[src/rtl/fixed_divider_result_reader.sv]
// Purpose: captures the divider result and lets the operator step through it one byte at a time.
// Latency: capture and step both take effect on the outputs one clock after the input is sampled.
// Backpressure: none. Steps are gated by the set/unlock lock handshake, and result_valid is ignored while a readout is showing.
module fixed_divider_result_reader #(
  parameter int RESULT_WIDTH = 32
) (
  input  logic                    clock,
  input  logic                    reset,
  input  logic [RESULT_WIDTH-1:0] result,
  input  logic                    result_valid,
  input  logic                    set,
  input  logic                    unlock,
  output logic [7:0]              out,
  output logic [1:0]              byte_idx,
  output logic                    showing,
  output logic                    done,
  output logic                    lockled
);

  localparam int NUM_BYTES = RESULT_WIDTH / 8;
  localparam logic [1:0] LAST_IDX = 2'(NUM_BYTES - 1);

  typedef enum logic [1:0] {
    IDLE = 2'd0,
    SHOW = 2'd1,
    DONE = 2'd2
  } state_t;

  state_t                  state, state_nxt;
  logic [RESULT_WIDTH-1:0] snap, snap_nxt;
  logic [1:0]              idx, idx_nxt;
  logic                    lock, lock_nxt;
  logic [7:0]              out_q, out_nxt;
  logic                    step;

  // State, snapshot, index, lock and the displayed byte all update together on the clock edge
  always_ff @(posedge clock) begin
    if (reset) begin
      state <= IDLE;
      snap  <= '0;
      idx   <= '0;
      lock  <= 1'b0;
      out_q <= '0;
    end else begin
      state <= state_nxt;
      snap  <= snap_nxt;
      idx   <= idx_nxt;
      lock  <= lock_nxt;
      out_q <= out_nxt;
    end
  end

  // Next-state logic. The displayed byte is computed from the next snapshot and index so it lands on the same edge as the step
  always_comb begin
    state_nxt = state;
    snap_nxt  = snap;
    idx_nxt   = idx;
    out_nxt   = '0;

    // A step needs a fresh press. Unlock re-arms the button only when no step is taken this cycle
    step     = set && !lock;
    lock_nxt = lock;
    if (step) begin
      lock_nxt = 1'b1;
    end else if (unlock) begin
      lock_nxt = 1'b0;
    end

    case (state)
      IDLE: begin
        idx_nxt = '0;
        if (result_valid) begin
          snap_nxt  = result;
          state_nxt = SHOW;
        end
      end
      SHOW: begin
        // The snapshot is frozen for the whole readout, so result_valid is not looked at here
        if (step) begin
          if (idx == LAST_IDX) begin
            state_nxt = DONE;
          end else begin
            idx_nxt = idx + 2'd1;
          end
        end
      end
      DONE: begin
        // A new result takes priority over a step that would otherwise return to IDLE
        if (result_valid) begin
          snap_nxt  = result;
          idx_nxt   = '0;
          state_nxt = SHOW;
        end else if (step) begin
          idx_nxt   = '0;
          state_nxt = IDLE;
        end
      end
      default: begin
        state_nxt = IDLE;
        idx_nxt   = '0;
      end
    endcase

    if (state_nxt != IDLE) begin
      out_nxt = snap_nxt[{idx_nxt, 3'b000} +: 8];
    end
  end

  assign out      = out_q;
  assign byte_idx = idx;
  assign showing  = (state == SHOW);
  assign done     = (state == DONE);
  assign lockled  = lock;

endmodule

[config.mk]
export PLATFORM = sky130hd
export DESIGN_NAME = fixed_divider_result_reader
export DESIGN_NICKNAME = d
export VERILOG_FILES = /design/src/rtl/fixed_divider_result_reader.sv
export SDC_FILE = /design/constraint.sdc
export NUM_CORES = 1
export LEC_CHECK = 0
export ABC_AREA = 1
export BUFFER_PORTS_ARGS = -buffer_cell sky130_fd_sc_hd__buf_2
export CAP_MARGIN = 10
export CORE_MARGIN = 2
export CORE_UTILIZATION = 35
export DETAILED_ROUTE_END_ITERATION = 16
export HOLD_SLACK_MARGIN = 0.06
export SLEW_MARGIN = 0
export SYNTH_ARGS = -nofsm -noshare
export SYNTH_HDL_FRONTEND = slang
export SYNTH_SLANG_ARGS = --single-unit
export TNS_END_PERCENT = 10
[constraint.sdc]
create_clock -name clock -period 4 [get_ports clock]
set_input_delay 0.8 -clock clock [delete_from_list [all_inputs] [get_ports clock]]
set_output_delay 0.8 -clock clock [all_outputs]
set_load 0.02 [all_outputs]
==> impl_metrics.yaml, run 1 <==
timing:
  worst_pin_slew_ns: 0.8292
  worst_hold_slack_ns: 0.5006
  max-slew-margin-rel_pct: 44.66
  fmaxAchievable_mhz: 431.6
  clock_skew_ns: 0.006768
  fin_crit_sh_pct: 57.93
  rsz0062_at_grt: "no"
  slew_violations: 0
  setup_violations: 0
  fin_crit_ns: 2.317
  hold_viol: 0
  setup_tns_ns: 0
critical_path:
  path_max_fanout: 30
  r2r_start: "state[0]"
  worst_ep_required_time_ns: 4.19
  slowest_delay_ns: 0.56
  path_class: "register to register"
  critPathTopFamily: "compound AO/OA/AOI/OAI gates"
  worst-path-stages: 9
  cp-end-kind: "register"
  crit_start: "state[0]"
  crit_slowest_cell: "o21ai_2"
  path_cells: "inv_1 > ha_1 > o21ai_2 > buf_4 > a21boi_1 > o21ai_1 > nand2_1 > inv_2 > a21oi_1"
  critical_path_arrival_ns: 2.51
  path_buf_inv: 3
  crit_path_start_kind: "register"
  rr_worst_depth: 9
clock_tree:
  clk_latency_ns: 0.30
  hold_buffers: 0
  cts_buffers: 5
  post_cts_resized: 0
  cts.clk_slew.worst_paths_ns: 0.08
  cts_root_buf: "clkbuf_8"
  htreeDepth: 2
  post-cts-setup-buffers: 0
  clk_path_buf_depth: 2
  cts_tree: "done"
  clock_sink_count: 45
flow_run:
  cap_violations: 0
final_layout:
  finalNetCount: 389
  diodes: 0
  drive_gt1_share_pct: 20.63
  final_common_cell: "nand2_1"
  nFillCells: 659
  area_growth_syn_to_layout_pct: 16.63
  final_cell_mix: "nand2_1, buf_2, dfxtp_1, inv_1, nor2_1"
  multi_input_area_um2: 965.9
  seqCellArea_um2: 900.9
run_status:
  outcome: "complete, no violations"
synth:
  ys_seq_area_share_pct: 42.60
  synthCells: 304
  yosysWarnings: 0
  synth_cell_type_count: 26
  netlist_area_um2: 2115
  yosys.area.top_type_share_pct: 42.60
  synth_seq_cells: 45
  syn_nets: 345
  synth.largest_area_cell: "dfxtp_1"
  synth_area_leaders: "dfxtp_1, nand2_1, nand3_1, inv_1, nor2_1"
  syn_area_per_cell_um2: 6.956
power_and_ir_drop:
  p_per_area_nw_per_um2: 393.1
  p_int_mw: 0.6795
  netSwitchingPower_mw: 0.2899
  p_seq_share_pct: 51.4
  swShare_pct: 29.91
  pwr-share-comb_pct: 20.5
  ir_worst_vdd_mv: 0.1498
  pwr-share-clk_pct: 28.1
  p_leak_nw: 1.282
floorplan:
  die_height_um: 81.73
  io_pins: 50
  num_rows: 28
  die_area_um2: 6679
  initial_core_util_pct: 35.93
  core_um2: 5886
  die_x_um: 81.73
routing:
  vias: 1932
  drt-initial-drc-count: 130
  wl_per_cell_um: 11.96
  drt-vias-per-instance: 4.557
  drtAntennaViolNets: 0
  drc: 0
  wirelength_mm: 5.072
  first_pass_iters: 4
min_path:
  hold_depth: 2
  hold_start: "snap[21]"
  hold_class: "register to register"
placed_design:
  portBuffers: 49
  dp_hpwl_mm: 3.638
  gp_congestion: 0.7687
global_route:
  grt_pass1_vias: 1777
  grt_first_pass_wirelength_mm: 8.466
  antenna_found_initial: 0
  gr-total-overflow: 0
  grt_max_degree: 37
  track_usage_pct: 16.72
[logic make-up (layout without fill, tap and decap cells)]
kind of cell,count (synthesis),count (layout),synth area share (%)
and+or+nand+nor,156,156,33.37
AOI/OAI and AO/OA,40,40,9.941
buffers and inverters,59,104,11.72
adders and majority gates,4,4,2.367
DFF,45,45,42.60
[layout make-up]
cell class / count / area share [%]
Multi-Input combinational cell: 200 / 39.17
Sequential cell: 45 / 36.53
Timing Repair Buffer: 50 / 10.25
Inverter: 46 / 7.002
Tap cell: 75 / 3.805
Clock buffer: 8 / 3.247
[flip-flops by register name, summed over array words and instances, names as in the netlist]
| register | flops |
|---|---|
| lockled | 1 |
| out | 8 |
| state | 2 |
| byte_idx | 2 |
| snap | 32 |
[metrics by stage]
step | setup WS [ns] | cell area (um^2) | instances | total power [mW] | util, %
5_1_grt | 1.424 | 2466 | 424 | 1.030 | 41.90
4_1_cts | 1.670 | 2466 | 424 | 0.9767 | 41.90
3_5_place_dp | 1.681 | 2386 | 416 | 0.7097 | 40.54
6_report | 1.683 | 2466 | 424 | 0.9694 | 41.90
2_1_floorplan | 2.268 | 2115 | 304 | 0.6521 | -
3_3_place_gp | 1.687 | 2386 | 416 | 0.7063 | 40.54
[worst register-to-register path, cell delays in order, from the launching register on]
cell and delay [ns]:
dfxtp_1 0.37, inv_1 0.08, ha_1 0.28, o21ai_2 0.56, buf_4 0.41, a21boi_1 0.11, o21ai_1 0.11, nand2_1 0.08
inv_2 0.15, a21oi_1 0.06
[power groups by stage]
stage	combinational (mW)	clock [mW]	sequential, mW
3_5_place_dp	0.201	0	0.509
6_report	0.199	0.272	0.498
2_1_floorplan	0.137	0	0.515
4_1_cts	0.202	0.277	0.498
3_3_place_gp	0.198	0	0.508
5_1_grt	0.229	0.299	0.502
[layer usage]
metal	GRT usage (%)	routed length, um	up-vias
li1	-	-	1026
met1	22.46	2377	859
met2	26.50	2410	39
met3	3.516	192	8
met4	6.000	92	0
met5	0	0	-
[final timing paths]
| check | to | slack [ns] |
|---|---|---|
| max | out[5] | 1.68 |
| min | snap[21] | 0.50 |
| max reg2reg | out[5] | 1.68 |
| min reg2reg | snap[21] | 0.50 |
[synth_stat cells (all sizes together)]
| cell | count |
|---|---|
| nor2 | 43 |
| o21ai | 28 |
| or2 | 9 |
| clkbuf | 4 |
| nand4 | 2 |
| ha | 4 |
| buf | 9 |
| nand2 | 69 |
| a21boi | 1 |
| inv | 46 |
| a21oi | 11 |
| nand3 | 33 |
| dfxtp | 45 |
No activity file was read; power rests on OpenSTA's default activity.
==> run 2, diff against run 1 <==
--- a/config.mk
+++ b/config.mk
@@ -5,7 +5,7 @@
 export SDC_FILE = /design/constraint.sdc
 export NUM_CORES = 1
 export LEC_CHECK = 0
-export ABC_AREA = 1
+export ABC_AREA = 0
 export BUFFER_PORTS_ARGS = -buffer_cell sky130_fd_sc_hd__buf_2
 export CAP_MARGIN = 10
 export CORE_MARGIN = 2
==> constraint.sdc (replaced) <==
create_clock -name clock -period 2.28 [get_ports clock]
set_input_delay 0.456 -clock clock [delete_from_list [all_inputs] [get_ports clock]]
set_output_delay 0.456 -clock clock [all_outputs]
set_load 0.02 [all_outputs]
==> impl_metrics.yaml, run 2 <==
run_status:
  outcome: "complete, no violations"
synth:
  yosysWarnings: 0
  netlist_area_um2: 1919
  synth_edf_count: 0
  synthArstFlopShare_pct: 0
  synthTopCellsByCount: "mux2i_1, dfxtp_1, nor2_1"
  syn_area_per_cell_um2: 10.91
  synth_area_leaders: "dfxtp_1, mux2i_1, nor2_1, a22o_1, ha_1"
  synth_ff_type: "dfxtp_1"
  yosys.area.top_type_share_pct: 46.94
  synth_seq_cells: 45
  ys_seq_area_share_pct: 46.94
  synth_cell_type_count: 33
  syn_nets: 217
  synth.most_common_cell: "mux2i_1"
  synthCells: 176
  synth.largest_area_cell: "dfxtp_1"
critical_path:
  critPathTopFamily: "simple AND/OR/NAND/NOR gates"
  path_cells: "inv_1 > ha_1 > nor2b_4 > a32oi_2 > nor2_4 > mux2i_1 > a22o_1"
  worst_ep_required_time_ns: 2.53
  path_class: "register to register"
  path_buf_inv: 1
  critical_path_arrival_ns: 2.41
  crit_path_start_kind: "register"
  path_max_fanout: 16
  crit_slowest_cell: "nor2_4"
  cp-end-kind: "register"
  slowest_delay_ns: 0.55
routing:
  wl_per_cell_um: 12.97
  drt-initial-drc-count: 62
  first_pass_iters: 3
  wirelength_mm: 3.866
  drt-vias-per-instance: 4.470
  vias: 1332
  drtAntennaViolNets: 0
  drc: 0
clock_tree:
  cts_tree: "done"
  hold_buffers: 0
  cts_buffers: 5
  cts.clk_slew.worst_paths_ns: 0.08
  post_cts_resized: 0
  clk_path_buf_depth: 2
  clock_sink_count: 45
  post-cts-setup-buffers: 0
  clk_latency_ns: 0.30
  cts_root_buf: "clkbuf_8"
  htreeDepth: 2
power_and_ir_drop:
  netSwitchingPower_mw: 0.4444
  pwr-share-comb_pct: 16.0
  p_int_mw: 1.291
  total_power_mw: 1.735
  p_leak_nw: 1.110
  swShare_pct: 25.61
  p_per_area_nw_per_um2: 736.5
  p_seq_share_pct: 49.1
  ir_worst_vdd_mv: 0.3269
  pwr-share-clk_pct: 35.0
placed_design:
  place_ws_ns: 0.1487
  dpl_cell_area_um2: 2241
  gp_congestion: 0.8224
  portBuffers: 49
  dp_hpwl_mm: 2.870
global_route:
  antenna_found_initial: 0
  grt_pass1_vias: 1332
  grt_max_degree: 36
  grt_first_pass_wirelength_mm: 6.327
  gr-total-overflow: 0
  track_usage_pct: 13.41
timing:
  fin_crit_ns: 2.158
  rsz0062_at_grt: "no"
  worst_pin_slew_ns: 0.6406
  fmaxAchievable_mhz: 463.4
  worst_slack_ns: 0.1219
  fin_crit_sh_pct: 94.65
  setup_tns_ns: 0
  clock_skew_ns: 0.007951
  setup_violations: 0
  slew_violations: 0
  max-slew-margin-rel_pct: 57.19
  hold_viol: 0
flow_run:
  cap_violations: 0
floorplan:
  io_pins: 50
  core_um2: 5205
  initial_core_util_pct: 36.88
  num_rows: 26
  die_height_um: 78.05
  die_x_um: 78.05
  die_area_um2: 6092
final_layout:
  largest_reg_flops: 32
  final_cell_mix: "buf_2, mux2i_1, dfxtp_1, nor2_1, a22o_1"
  top_register: "snap"
  finalNetCount: 268
  stdcell_area_um2: 2356
  drive_gt1_share_pct: 31.58
  diodes: 0
  final_common_cell: "buf_2"
  area_growth_syn_to_layout_pct: 22.75
min_path:
  hold_class: "primary input to register"
[run 2: cell types whose count changed after synthesis, moves of 11 or more]
cell	before	now
nand3_1	32	0
inv_1	42	5
o21ai_1	15	1
mux2i_1	0	48
nand2_1	65	1
o21ai_0	12	1
[run 2: path summary, 6_finish.rpt]
kind	depth (start not counted)	endpoint	start	slack (ns)
min	3	snap[20]	result[20]	0.41
min reg2reg	2	snap[7]	snap[7]	0.50
max reg2reg	7	out[1]	state[0]	0.12
max	7	out[1]	state[0]	0.12
[run 2: per-layer routing]
layer	part of all wire (%)	global-route usage, %	wire length (um)
met1	51	18.51	1966
met2	42	19.31	1636
met3	4.6	3.448	178
met4	2.2	6.842	85
met5	0	0	0
[run 2: tightest hold or removal path, delay by kind of cell]
| family | cells | cell delay (ns) |
|---|---|---|
| AND/OR/NAND/NOR | 1 | 0.08 |
| multiplexers | 1 | 0.07 |
| buffers and inverters | 1 | 0.07 |
[run 2: through the flow]
stage                     std cells  utilization (%)  hold WS [ns]
after CTS                       298            45.26        0.4026
after detailed placement        290            43.05        0.4809
after global routing            298            45.26        0.4014
after global placement          290            43.05        0.4728
final                           298            45.26        0.4057
after floorplan                 176                -        0.4589
[run 2: cells by family after synthesis]
logic type | count (synthesis) | share of synthesized area [%]
AO/OA/AOI/OAI | 21 | 9.844
multiplexers | 48 | 25.03
AND/OR/NAND/NOR | 45 | 11.80
adder cells (fa/ha/maj) | 4 | 2.608
buffers and inverters | 13 | 3.781
flip-flops | 45 | 46.94
[run 2: power by group through the flow]
stage	clock network (mW)	logic (mW)	registers, mW
global placement	0	0.282	0.870
CTS	0.623	0.282	0.853
detailed placement	0	0.280	0.871
global route	0.655	0.307	0.857
floorplan	0	0.182	0.879
finish	0.606	0.277	0.852
[run 2: cell type report]
cell class,instances,area (um^2)
clock buffer,5,68.82
clock inverter,3,46.29
fill,535,2849
inverter,5,18.77
multi-input combinational,118,953.4
sequential,45,900.9
tap,70,87.58
timing repair buffer,52,280.3
==> run 3, diff against run 2 <==
--- a/config.mk
+++ b/config.mk
@@ -8,6 +8,7 @@
 export ABC_AREA = 0
 export BUFFER_PORTS_ARGS = -buffer_cell sky130_fd_sc_hd__buf_2
 export CAP_MARGIN = 10
+export CORE_ASPECT_RATIO = 1.5
 export CORE_MARGIN = 2
 export CORE_UTILIZATION = 35
 export DETAILED_ROUTE_END_ITERATION = 16
==> impl_metrics.yaml, run 3 (same netlist as run 2, synthesis figures left out) <==
placed_design:
  gp_congestion: 0.8120
  dpl_cell_area_um2: 2261
  dp_hpwl_mm: 3.075
  placedCellCount: 291
  portBuffers: 49
final_layout:
  finalNetCount: 269
  final_core_utilization_pct: 43.73
  final_cell_mix: "buf_2, mux2i_1, dfxtp_1, nor2_1, a22o_1"
  diodes: 0
  stdcell_count: 298
  area_growth_syn_to_layout_pct: 22.29
  top_register: "snap"
  final_common_cell: "buf_2"
  largest_reg_flops: 32
  drive_gt1_share_pct: 31.14
  stdcell_area_um2: 2347
run_status:
  outcome: "complete, no violations"
critical_path:
  slowest_delay_ns: 0.37
  worst_ep_required_time_ns: 2.47
  path_max_fanout: 8
  path_cells: "inv_1 > ha_1 > nor2b_4 > a221o_1 > a31oi_2 > a21boi_2 > a22o_1"
  path_buf_inv: 1
  crit_path_start_kind: "register"
  cp-end-kind: "register"
  path_class: "register to register"
  critical_path_arrival_ns: 2.26
  critPathTopFamily: "compound AO/OA/AOI/OAI gates"
  crit_slowest_cell: "dfxtp_1"
routing:
  drc: 0
  wl_per_cell_um: 13.64
  drt-vias-per-instance: 4.809
  wirelength_mm: 4.065
  first_pass_iters: 4
  drtAntennaViolNets: 0
  vias: 1433
  drt-initial-drc-count: 48
floorplan:
  num_rows: 33
  die_height_um: 94.70
  die_area_um2: 6105
  die_x_um: 64.47
  io_pins: 50
  core_um2: 5368
  initial_core_util_pct: 35.76
global_route:
  antenna_found_initial: 0
  grt_max_degree: 36
  gr-total-overflow: 0
  grt_pass1_vias: 1417
  grt_first_pass_wirelength_mm: 6.506
  track_usage_pct: 13.98
clock_tree:
  hold_buffers: 0
  post-cts-setup-buffers: 0
  clk_latency_ns: 0.29
  post_cts_resized: 0
  cts_buffers: 5
  htreeDepth: 2
  cts_tree: "done"
  cts.clk_slew.worst_paths_ns: 0.08
  clk_path_buf_depth: 2
  clock_sink_count: 45
  cts_root_buf: "clkbuf_8"
min_path:
  hold_class: "primary input to register"
power_and_ir_drop:
  ir_worst_vdd_mv: 0.2419
  p_per_area_nw_per_um2: 693.5
  p_leak_nw: 1.108
timing:
  fin_crit_ns: 2.070
  rsz0062_at_grt: "no"
  setup_tns_ns: 0
  fmaxAchievable_mhz: 483.1
  fin_crit_sh_pct: 90.79
  setup_violations: 0
  worst_pin_slew_ns: 0.4184
  worst_hold_slack_ns: 0.4143
  max-slew-margin-rel_pct: 72.06
  slew_violations: 0
  hold_viol: 0
  clock_skew_ns: 0.003812
flow_run:
  cap_violations: 0
[run 3: changes by cell type in the layout (fill, tap and decap cells not counted)]
cell | before | now
buf_12 | 1 | 2
bufinv_16 | 1 | 0
clkbuf_1 | 0 | 1
clkbuf_8 | 5 | 6
clkinv_4 | 1 | 0
clkinvlp_4 | 1 | 0
[run 3: layout make-up]
| type | count | area (um^2) |
|---|---|---|
| tap | 70 | 87.58 |
| fill | 551 | 3020 |
| multi-input combinational | 118 | 953.4 |
| clock buffer | 7 | 86.33 |
| timing repair buffer | 53 | 300.3 |
| inverter | 5 | 18.77 |
| sequential | 45 | 900.9 |
[run 3: power breakdown]
group,total [mW],internal (mW),switching [mW]
sequential,0.853,0.836,0.0163
combinational,0.280,0.128,0.151
clock,0.496,0.241,0.255
[run 3: worst paths after layout]
| check | from | endpoint | slack (ns) | cells past startpoint |
|---|---|---|---|---|
| worst min register to register | snap[27] | snap[27] | 0.50 | 2 |
| worst max register to register | state[0] | out[6] | 0.21 | 7 |
| worst max-delay path | state[0] | out[6] | 0.21 | 7 |
| worst min-delay path | result[27] | snap[27] | 0.41 | 3 |
[run 3: worst register-to-register path, delay by kind of cell (launching register included)]
family,cells,cell delay (ns)
AOI/OAI and AO/OA,4,1.09
and+or+nand+nor,1,0.16
buffers and inverters,1,0.09
adders and majority gates,1,0.26
DFF,1,0.37
[run 3: per-stage QoR]
stage / total power, mW / worst slack (ns)
floorplan: 1.061 / 0.3380
global route: 1.710 / 0.04147
finish: 1.628 / 0.2099
global placement: 1.154 / 0.2785
CTS: 1.651 / 0.2184
detailed placement: 1.157 / 0.2355
[run 3: layer usage]
metal,up-vias,track usage (%),routed length [um]
li1,716,-,-
met1,676,15.58,1699
met2,39,25.61,2183
met3,2,3.099,163
met4,0,5.319,19
met5,-,0,0
